`config.mk`:
```
export PLATFORM = sky130hd
export DESIGN_NAME = led_7seg_decode
export DESIGN_NICKNAME = d
export VERILOG_FILES = /design/src/rtl/led_7seg_decode.sv
export SDC_FILE = /design/constraint.sdc
export NUM_CORES = 1
export LEC_CHECK = 0
export ABC_AREA = 1
export CAP_MARGIN = 20
export CORE_MARGIN = 5
export CORE_UTILIZATION = 62
export CTS_CLUSTER_DIAMETER = 100
export CTS_CLUSTER_SIZE = 40
export DETAILED_ROUTE_END_ITERATION = 10
export PLACE_DENSITY = 0.89
export RECOVER_POWER = 25
export SYNTH_ARGS = -nofsm -noshare
export SYNTH_HDL_FRONTEND = slang
export SYNTH_SLANG_ARGS = --single-unit
```
`constraint.sdc`:
```
create_clock -name clk -period 9.4 [get_ports clk]
set_clock_uncertainty 0.05 [all_clocks]
set_input_delay 1.88 -clock clk [delete_from_list [all_inputs] [get_ports clk]]
set_output_delay 1.88 -clock clk [all_outputs]
set_load 0.01 [all_outputs]
```
`src/rtl/led_7seg_decode.sv`:
```
// -----------------------------------------------------------------------------
// led_7seg_decode
//
// Recovers a 3-digit value from three 7-segment displays. The segment lines
// come from another device and can glitch while digits are being updated. A
// word is accepted only after every segment line has been stable for
// STABLE_CYCLES consecutive synchronized samples.
//
// Parameters
//   STABLE_CYCLES : consecutive unchanged synchronized samples needed before a
//                   word is accepted (2..65535)
//
// Ports
//   clk        : system clock; all state updates on its rising edge
//   rst        : asynchronous active-high reset
//   seg_H      : high digit segments, bit 0 = a .. bit 6 = g, active-low
//   seg_M      : middle digit segments, same format
//   seg_L      : low digit segments, same format
//   Data_out   : last accepted word, {H, M, L} as hex nibbles
//   data_valid : one-cycle strobe when a newly accepted word differs from the
//                previous one (or is the first lock after reset)
//   locked     : current inputs are stable, valid and shown on Data_out
//   seg_err    : current stable inputs contain an undecodable digit
//   err_mask   : undecodable digits, bit 2 = H, bit 1 = M, bit 0 = L
// -----------------------------------------------------------------------------
module led_7seg_decode #(
    parameter int unsigned STABLE_CYCLES = 16
) (
    input  logic        clk,
    input  logic        rst,
    input  logic [6:0]  seg_H,
    input  logic [6:0]  seg_M,
    input  logic [6:0]  seg_L,
    output logic [11:0] Data_out,
    output logic        data_valid,
    output logic        locked,
    output logic        seg_err,
    output logic [2:0]  err_mask
);

    localparam logic [15:0] CNT_MAX = 16'(STABLE_CYCLES - 1);

    typedef enum logic [1:0] {
        ST_SETTLE = 2'd0,
        ST_LOCKED = 2'd1,
        ST_FAULT  = 2'd2
    } state_t;

    // Returns {valid, nibble}. The case items are written in the order
    // {a, b, c, d, e, f, g}, i.e. the port vector read from bit 0 upwards.
    function automatic logic [4:0] decode_digit(input logic [6:0] seg);
        logic [6:0] code;
        logic [4:0] res;
        code = {seg[0], seg[1], seg[2], seg[3], seg[4], seg[5], seg[6]};
        case (code)
            7'b0000001: res = {1'b1, 4'h0};
            7'b1001111: res = {1'b1, 4'h1};
            7'b0010010: res = {1'b1, 4'h2};
            7'b0000110: res = {1'b1, 4'h3};
            7'b1001100: res = {1'b1, 4'h4};
            7'b0100100: res = {1'b1, 4'h5};
            7'b0100000: res = {1'b1, 4'h6};
            7'b0001111: res = {1'b1, 4'h7};
            7'b0000000: res = {1'b1, 4'h8};
            7'b0001100: res = {1'b1, 4'h9};
            7'b0001000: res = {1'b1, 4'hA};
            7'b1100000: res = {1'b1, 4'hB};
            7'b0110001: res = {1'b1, 4'hC};
            7'b1000010: res = {1'b1, 4'hD};
            7'b0110000: res = {1'b1, 4'hE};
            7'b0111000: res = {1'b1, 4'hF};
            default:    res = {1'b0, 4'h0};   // includes blank 1111111
        endcase
        return res;
    endfunction

    // All 21 lines packed as {H, M, L}; digit gi occupies bits [gi*7 +: 7].
    logic [20:0] seg_raw;
    logic [20:0] s1_reg;
    logic [20:0] s2_reg;
    logic [20:0] prev_reg;
    logic [15:0] cnt_reg;
    logic [15:0] cnt_next;

    state_t      state_reg;
    state_t      state_next;
    logic        first_lock_reg;
    logic        first_lock_next;
    logic [11:0] data_out_reg;
    logic [11:0] data_out_next;
    logic        data_valid_reg;
    logic        data_valid_next;
    logic [2:0]  err_mask_reg;
    logic [2:0]  err_mask_next;

    logic [11:0] word_dec;
    logic [2:0]  dig_ok;
    logic        same;
    logic        accept;

    assign seg_raw = {seg_H, seg_M, seg_L};

    // Per-digit decoders on the synchronized sample.
    generate
        for (genvar gi = 0; gi < 3; gi++) begin : g_dec
            assign {dig_ok[gi], word_dec[gi*4 +: 4]} = decode_digit(s2_reg[gi*7 +: 7]);
        end
    endgenerate

    assign same   = (s2_reg == prev_reg);
    assign accept = same && (cnt_reg == CNT_MAX);

    // Stability counter: clears on any change, saturates at CNT_MAX.
    always_comb begin
        cnt_next = cnt_reg;
        if (!same) begin
            cnt_next = 16'd0;
        end else if (cnt_reg < CNT_MAX) begin
            cnt_next = cnt_reg + 16'd1;
        end
    end

    // Acceptance state machine.
    always_comb begin
        state_next      = state_reg;
        first_lock_next = first_lock_reg;
        data_out_next   = data_out_reg;
        data_valid_next = 1'b0;
        err_mask_next   = err_mask_reg;
        case (state_reg)
            ST_SETTLE: begin
                if (accept) begin
                    if (&dig_ok) begin
                        state_next      = ST_LOCKED;
                        data_out_next   = word_dec;
                        // An identical relock after a glitch is not news,
                        // except for the very first lock after reset.
                        data_valid_next = first_lock_reg || (word_dec != data_out_reg);
                        first_lock_next = 1'b0;
                    end else begin
                        state_next    = ST_FAULT;
                        err_mask_next = ~dig_ok;
                    end
                end
            end
            ST_LOCKED: begin
                if (!same) begin
                    state_next = ST_SETTLE;
                end
            end
            ST_FAULT: begin
                if (!same) begin
                    state_next    = ST_SETTLE;
                    err_mask_next = 3'b000;
                end
            end
            default: begin
                state_next    = ST_SETTLE;
                err_mask_next = 3'b000;
            end
        endcase
    end

    always_ff @(posedge clk or posedge rst) begin
        if (rst) begin
            s1_reg         <= '1;
            s2_reg         <= '1;
            prev_reg       <= '1;
            cnt_reg        <= 16'd0;
            state_reg      <= ST_SETTLE;
            first_lock_reg <= 1'b1;
            data_out_reg   <= 12'h000;
            data_valid_reg <= 1'b0;
            err_mask_reg   <= 3'b000;
        end else begin
            s1_reg         <= seg_raw;
            s2_reg         <= s1_reg;
            prev_reg       <= s2_reg;
            cnt_reg        <= cnt_next;
            state_reg      <= state_next;
            first_lock_reg <= first_lock_next;
            data_out_reg   <= data_out_next;
            data_valid_reg <= data_valid_next;
            err_mask_reg   <= err_mask_next;
        end
    end

    assign Data_out   = data_out_reg;
    assign data_valid = data_valid_reg;
    assign err_mask   = err_mask_reg;
    assign locked     = (state_reg == ST_LOCKED);
    assign seg_err    = (state_reg == ST_FAULT);

endmodule

```
==> metrics.txt, run 1 <==
worst slew pin tran=0.838 ns; Die H=95.4 µm; total of max-cap violations=0; clk sink count=98; RSZ-0062 raised after global routing=false; Post-DRT Antenna Nets=0; Final Critical Period=3.51 ns; CTS tree=yes; fillers=524; synth unique cells=36; Final Hold Viols=0; Setup crit start kind=register; sequential-to-total area share from yosys stat=56.0%; pin count of the biggest net entering global routing=66; critical path arrival=1.58 ns; Finished Cell Area=5200 µm²; die area=9110 µm²; initial core utilization=63.1%; share of post-route cells with drive strength above 1=16.2%; fin nets=602; postcts setup bufs=0; vias in the first global route=3443; post-DR wirelength/cell=12.8 µm; Post-CTS Resized=0; Post-Synthesis Cells=527; buffers from clock root to sink, at most=2; setup TNS=0 ns; Setup CP Type=register to output port; iteration count of the initial detailed-routing pass=4; area added between synthesis and finish=14.9%; worst-path fanout max=3; pwr/cell area=147 nW/µm²; Max Clk Rate=285 MHz; Post-Route WL=8720 µm; DR DRC count=0; Mean Syn Cell Area=8.59 µm²; critical path endpoint category=output port; initial antenna violation count=0; Pleak=2.45 nW; relative slew slack=44.0%; clock-pin slew on the worst setup and hold paths=0.10 ns; IO Pins=41; global-route wire length before repair=15400 µm; vias per cell=5.10; Port Buffers=40; Required @ worst endpoint=7.47 ns; VDD IR max=108 µV; synthesized area=4520 µm²; DIE WIDTH=95.4 µm; Root Driver=clkbuf_8; Slew Viols, Final=0; # diodes=0; Sequential cell area=2530 µm²; vias=3463; status=finished, final reports clean; detailed router's first-iteration violation count=252; H-tree depth=3; total track usage=21.9%; Placer Congestion=0.879; placed inst area=5030 µm²; # setup viols final=0; hold crit path type=register to register; fin crit share=37.3%; core area=7180 µm²; Net Count, Synth=554; grt ovf=0; hold_buf cts=0; footprint of the multi-input gates=1710 µm²; Row Count=31; CTS Buf Count=9; Synth Warn #=0; post-DP HPWL=6480 µm; Worst-Skew Late Latency=0.37 ns; number of synthesized register bits=98
-- worst max-delay path: stages, from the launching register on --
cell and delay [ns]:
dfrtp_1 0.41, inv_1 0.09, ha_1 0.17, clkdlybuf4s50_1 0.54
-- placed cells by master (no fill, tap or decap), drive strengths merged, types with 2 or more instances in the layout --
cell / synthesis / routed
clkdlybuf4s50: 0 / 40
dfstp: 64 / 64
ha: 4 / 4
clkbuf: 0 / 9
and2: 2 / 2
xnor2: 14 / 14
nand2: 156 / 156
or2: 3 / 3
a21oi: 7 / 7
o21ai: 5 / 5
nor3: 10 / 10
xor2: 4 / 4
dfrtp: 34 / 34
o21bai: 2 / 2
nand3: 40 / 40
nand4: 11 / 11
clkinvlp: 0 / 2
inv: 64 / 67
nand3b: 4 / 4
clkinv: 0 / 2
nor2: 94 / 94
-- final cells by class --
cell class / instances / area share [%]
well taps: 99 / 2.38
inverters: 64 / 4.65
clock inverters: 7 / 1.11
clock buffers: 9 / 2.38
repair buffers: 41 / 7.85
flip-flops and latches: 98 / 48.7
multi-input cells: 361 / 32.9
-- final timing paths --
kind,start,end,slack (ns),cells after the start
min,s1_reg[13],s2_reg[13],0.31,0
max,state_reg[0],seg_err,5.89,3
max in group asynchronous,rst,state_reg[1],6.38,3
min in group asynchronous,rst,Data_out[9],1.80,2
max reg2reg,s2_reg[1],state_reg[0],6.25,8
min reg2reg,s1_reg[13],s2_reg[13],0.31,0
-- metrics by stage --
stage / total power [mW] / setup WS (ns) / instances / util [%] / hold WS [ns]
6_report: 0.762 / 5.89 / 679 / 72.4 / 0.308
5_1_grt: 0.798 / 5.81 / 679 / 72.4 / 0.311
4_1_cts: 0.771 / 5.86 / 679 / 72.6 / 0.300
3_5_place_dp: 0.520 / 5.89 / 663 / 70.1 / 0.297
3_3_place_gp: 0.516 / 5.94 / 663 / 70.1 / 0.296
2_1_floorplan: 0.498 / 5.01 / 527 / - / 0.295
-- cells by family (layout without fill, tap and decap cells) --
logic type | Yosys count | count (layout) | share of synthesized area, %
AOI/OAI and AO/OA | 19 | 19 | 2.54
DFF | 98 | 98 | 56.0
adders and majority gates | 4 | 4 | 1.11
xor gates and xnor gates | 18 | 18 | 3.48
buffers and inverters | 68 | 121 | 5.92
and+or+nand+nor | 320 | 320 | 31.0
-- cell usage after synthesis --
master     number  area [µm²]
and2_1          1        6.26
inv_2          10        37.5
buf_1           1        3.75
nor3_2          1        10.0
nand4_4         1        21.3
a21oi_2         1        8.76
nand3_4         1        17.5
dfstp_2        64        1680
buf_2           1        5.00
o31ai_1         1        7.51
nor2_4          1        11.3
a21oi_1         6        30.0
dfrtp_1        34         851
or2_2           3        18.8
nand2_2         5        31.3
xnor2_1        14         123
inv_1          54         203
nand3_2         1        10.0
ha_1            4        50.1
xor2_1          4        35.0
buf_6           1        11.3
nand2_1       151         567
nor2_2          9        56.3
o21bai_1        2        15.0
o21a_1          1        7.51
nand4_1        10        62.6
and2_4          1        8.76
o21ai_0         5        25.0
a31oi_1         1        6.26
buf_4           1        7.51
o22ai_1         1        6.26
o2111ai_1       1        8.76
nor3_1          9        45.0
nand3b_1        4        30.0
nor2_1         84         315
nand3_1        38         190
-- power breakdown --
part	leakage, nW	internal, mW	total (mW)	switching [mW]
clock	0.0886	0.100	0.251	0.151
sequential	1.14	0.445	0.457	0.0123
combinational	1.23	0.0224	0.0538	0.0314
total	2.45	0.567	0.762	0.195
-- layer usage --
layer  global-route usage [%]  routed length (µm)  share of wire [%]  vias to the layer above
met3                     4.58                 393                4.5                       30
met4                     10.2                 322                3.7                        0
met1                     28.5                3870                 44                     1603
li1                         -                   -                  -                     1728
met5                        0                   0                  0                        -
met2                     35.1                4140                 47                      102
Power figures use the tool's default switching activity.
==> inputs of run 2 (changes only) <==
- CORE_UTILIZATION: 62 -> 52
- PLACE_DENSITY: 0.89 -> 0.8
- clock period: 9.4 -> 3 ns (I/O delays scaled with it)
==> run 2 against run 1 <==
Compared with the run above:
- sequential power grew to 3.1 times the previous value
- worst hold slack gained 0.0036 ns
- highest routed layer unchanged
- final cell count grew 1.3%
- critical path depth grew 6
- largest power group unchanged
- via count is essentially flat
- total power grew to 3.1 times the previous value
==> metrics.txt, run 2 (same netlist as run 1, synthesis figures left out) <==
status=finished, final reports clean; worst-path fanout max=19 (+16); Post-Route WL=8790 µm (+0.76%); Max Clk Rate=407 MHz; total of max-cap violations=0 (unchanged); Post-CTS Resized=0 (unchanged); # setup viols final=0 (unchanged); DR DRC count=0 (unchanged); DIE WIDTH=103 µm (+8.2%); initial antenna violation count=0 (unchanged); area added between synthesis and finish=15.9%; Placer Congestion=0.897 (+2.0%); share of post-route cells with drive strength above 1=16.4% (+0.17 points); clock-pin slew on the worst setup and hold paths=0.09 ns (about the same); Placed Cells=672 (+1.4%); Worst Hold Path Cells=0 (unchanged); worst hold path endpoint=s2_reg[20]; utilization after layout=61.0% (-11 points); pwr/cell area=458 nW/µm² (+210%); core area=8590 µm² (+20%); Final Hold Viols=0 (unchanged); Final Critical Period=2.46 ns; Slowest Stage Delay on Critical Path=0.68 ns (+0.14 ns); post-place setup slack=0.628 ns (-5.27 ns); CTS Buf Count=9 (unchanged); global-route wire length before repair=15200 µm (-1.5%); relative slew slack=68.5% (+24 points); Slew Viols, Final=0 (unchanged); Worst-Skew Late Latency=0.37 ns (about the same); total track usage=18.2% (-3.7 points); Finished Cell Area=5240 µm² (+0.84%); VDD IR max=296 µV (+170%); post-route setup slack=0.542 ns (-5.35 ns); die area=10700 µm² (+17%); Buf/Inv on CP=0 (-2); Setup CP Type=register to register; most common cell after layout, fill and taps aside=nand2_1; Root Driver=clkbuf_8; initial core utilization=52.6% (-10 points); buffers from clock root to sink, at most=2 (unchanged); worst slew pin tran=0.470 ns (-0.368 ns); worst reg-to-reg setup slack=0.54 ns (-5.71 ns); pin count of the biggest net entering global routing=99 (+50%); # diodes=0 (unchanged); critical path cell sequence=xor2_1 -> nor2_1 -> nand4_1 -> nor2_2 -> nand3_4 -> nor2_4 -> nand4_4 -> nand2_1 -> nand2_1; vias=3466 (+0.087%); commonest non-fill, non-tap cells in the layout=nand2_1 (151), nor2_1 (84), inv_1 (53), dfstp_2 (43), nand3_1 (38); Required @ worst endpoint=3.21 ns (-4.26 ns); detailed router's first-iteration violation count=151 (-40%); post-DP HPWL=6550 µm (+1.0%); clk sink count=98 (unchanged); RSZ-0062 raised after global routing=false; fin crit share=81.9%; crit-path leading delay family=simple AND/OR/NAND/NOR gates; RR Startpoint=s2_reg[9]; iteration count of the initial detailed-routing pass=5 (+1); hold_buf cts=0 (unchanged); vias per cell=5.04 (-1.2%); H-tree depth=3 (unchanged); fin nets=602 (unchanged); Pleak=2.46 nW (+0.53%); Port Buffers=40 (unchanged); critical path endpoint category=register; Setup crit start kind=register; most used cell, CP=nand2_1; Total Power=2.40 mW (+210%); Post-DRT Antenna Nets=0 (unchanged); placed inst area=5060 µm² (+0.52%); Row Count=34 (+9.7%); Critical Path Start=s2_reg[9]; critical path arrival=2.67 ns (+1.09 ns); setup TNS=0 ns (unchanged); Critical R2R Capture=Data_out[8]; Hold Path Origin=s1_reg[20]; WHS=0.312 ns (+0.00360 ns); Slowest-stage cell, CP=dfstp_1; CTS tree=yes; vias in the first global route=3392 (-1.5%); hold crit path type=register to register; IO Pins=41 (unchanged); FF-to-FF path depth=9 (+1); post-DR wirelength/cell=12.8 µm (-0.56%); grt ovf=0 (unchanged); Die H=103 µm (+8.2%); postcts setup bufs=0 (unchanged); fin cells=688 (+1.3%)
run 2: changes by cell type in the layout (fill, tap and decap cells not counted):
cell and change:
clkinv_2 -1, buf_4 -1, clkbuf_8 +1, buf_12 +1
clkdlybuf4s50_1 -11, nand3_4 +1, clkinvlp_4 -1, clkinv_4 +2
dlygate4sd3_1 +11, inv_8 -1, nand3_1 -1
run 2: layout make-up:
| cell class | instances | area, µm² |
|---|---|---|
| Clock buffer | 10 | 138 |
| Clock inverter | 6 | 48.8 |
| Fill cell | 726 | 3350 |
| Inverter | 64 | 244 |
| Multi-Input combinational cell | 361 | 1720 |
| Sequential cell | 98 | 2530 |
| Tap cell | 108 | 135 |
| Timing Repair Buffer | 41 | 420 |
run 2: worst max path at each step:
stage	endpoint	cells past startpoint	slack (ns)
6_report	Data_out[8]	9	0.54
2_1_floorplan	Data_out[11]	14	1.12
5_1_grt	Data_out[5]	9	0.32
3_5_place_dp	Data_out[8]	8	0.63
3_3_place_gp	state_reg[0]	7	0.65
4_1_cts	Data_out[4]	8	0.60
run 2: per-layer routing:
layer	up-vias	GRT usage, %	wire (µm)
li1	1725	-	-
met4	0	5.58	102
met5	-	0	0
met3	12	4.29	347
met2	86	30.5	4340
met1	1643	23.4	3990
run 2: worst reg2reg max path: stages (launching register included):
cell and delay (ns):
dfstp_1 0.68, xor2_1 0.11, nor2_1 0.10, nand4_1 0.13
nor2_2 0.18, nand3_4 0.22, nor2_4 0.39, nand4_4 0.30
nand2_1 0.15, nand2_1 0.06
run 2: where the power goes:
| group | internal, mW | switching [mW] | leakage [nW] | total [mW] |
|---|---|---|---|---|
| combinational | 0.0693 | 0.101 | 1.23 | 0.170 |
| clock | 0.334 | 0.465 | 0.0976 | 0.800 |
| sequential | 1.39 | 0.0370 | 1.14 | 1.43 |
| total | 1.80 | 0.603 | 2.46 | 2.40 |
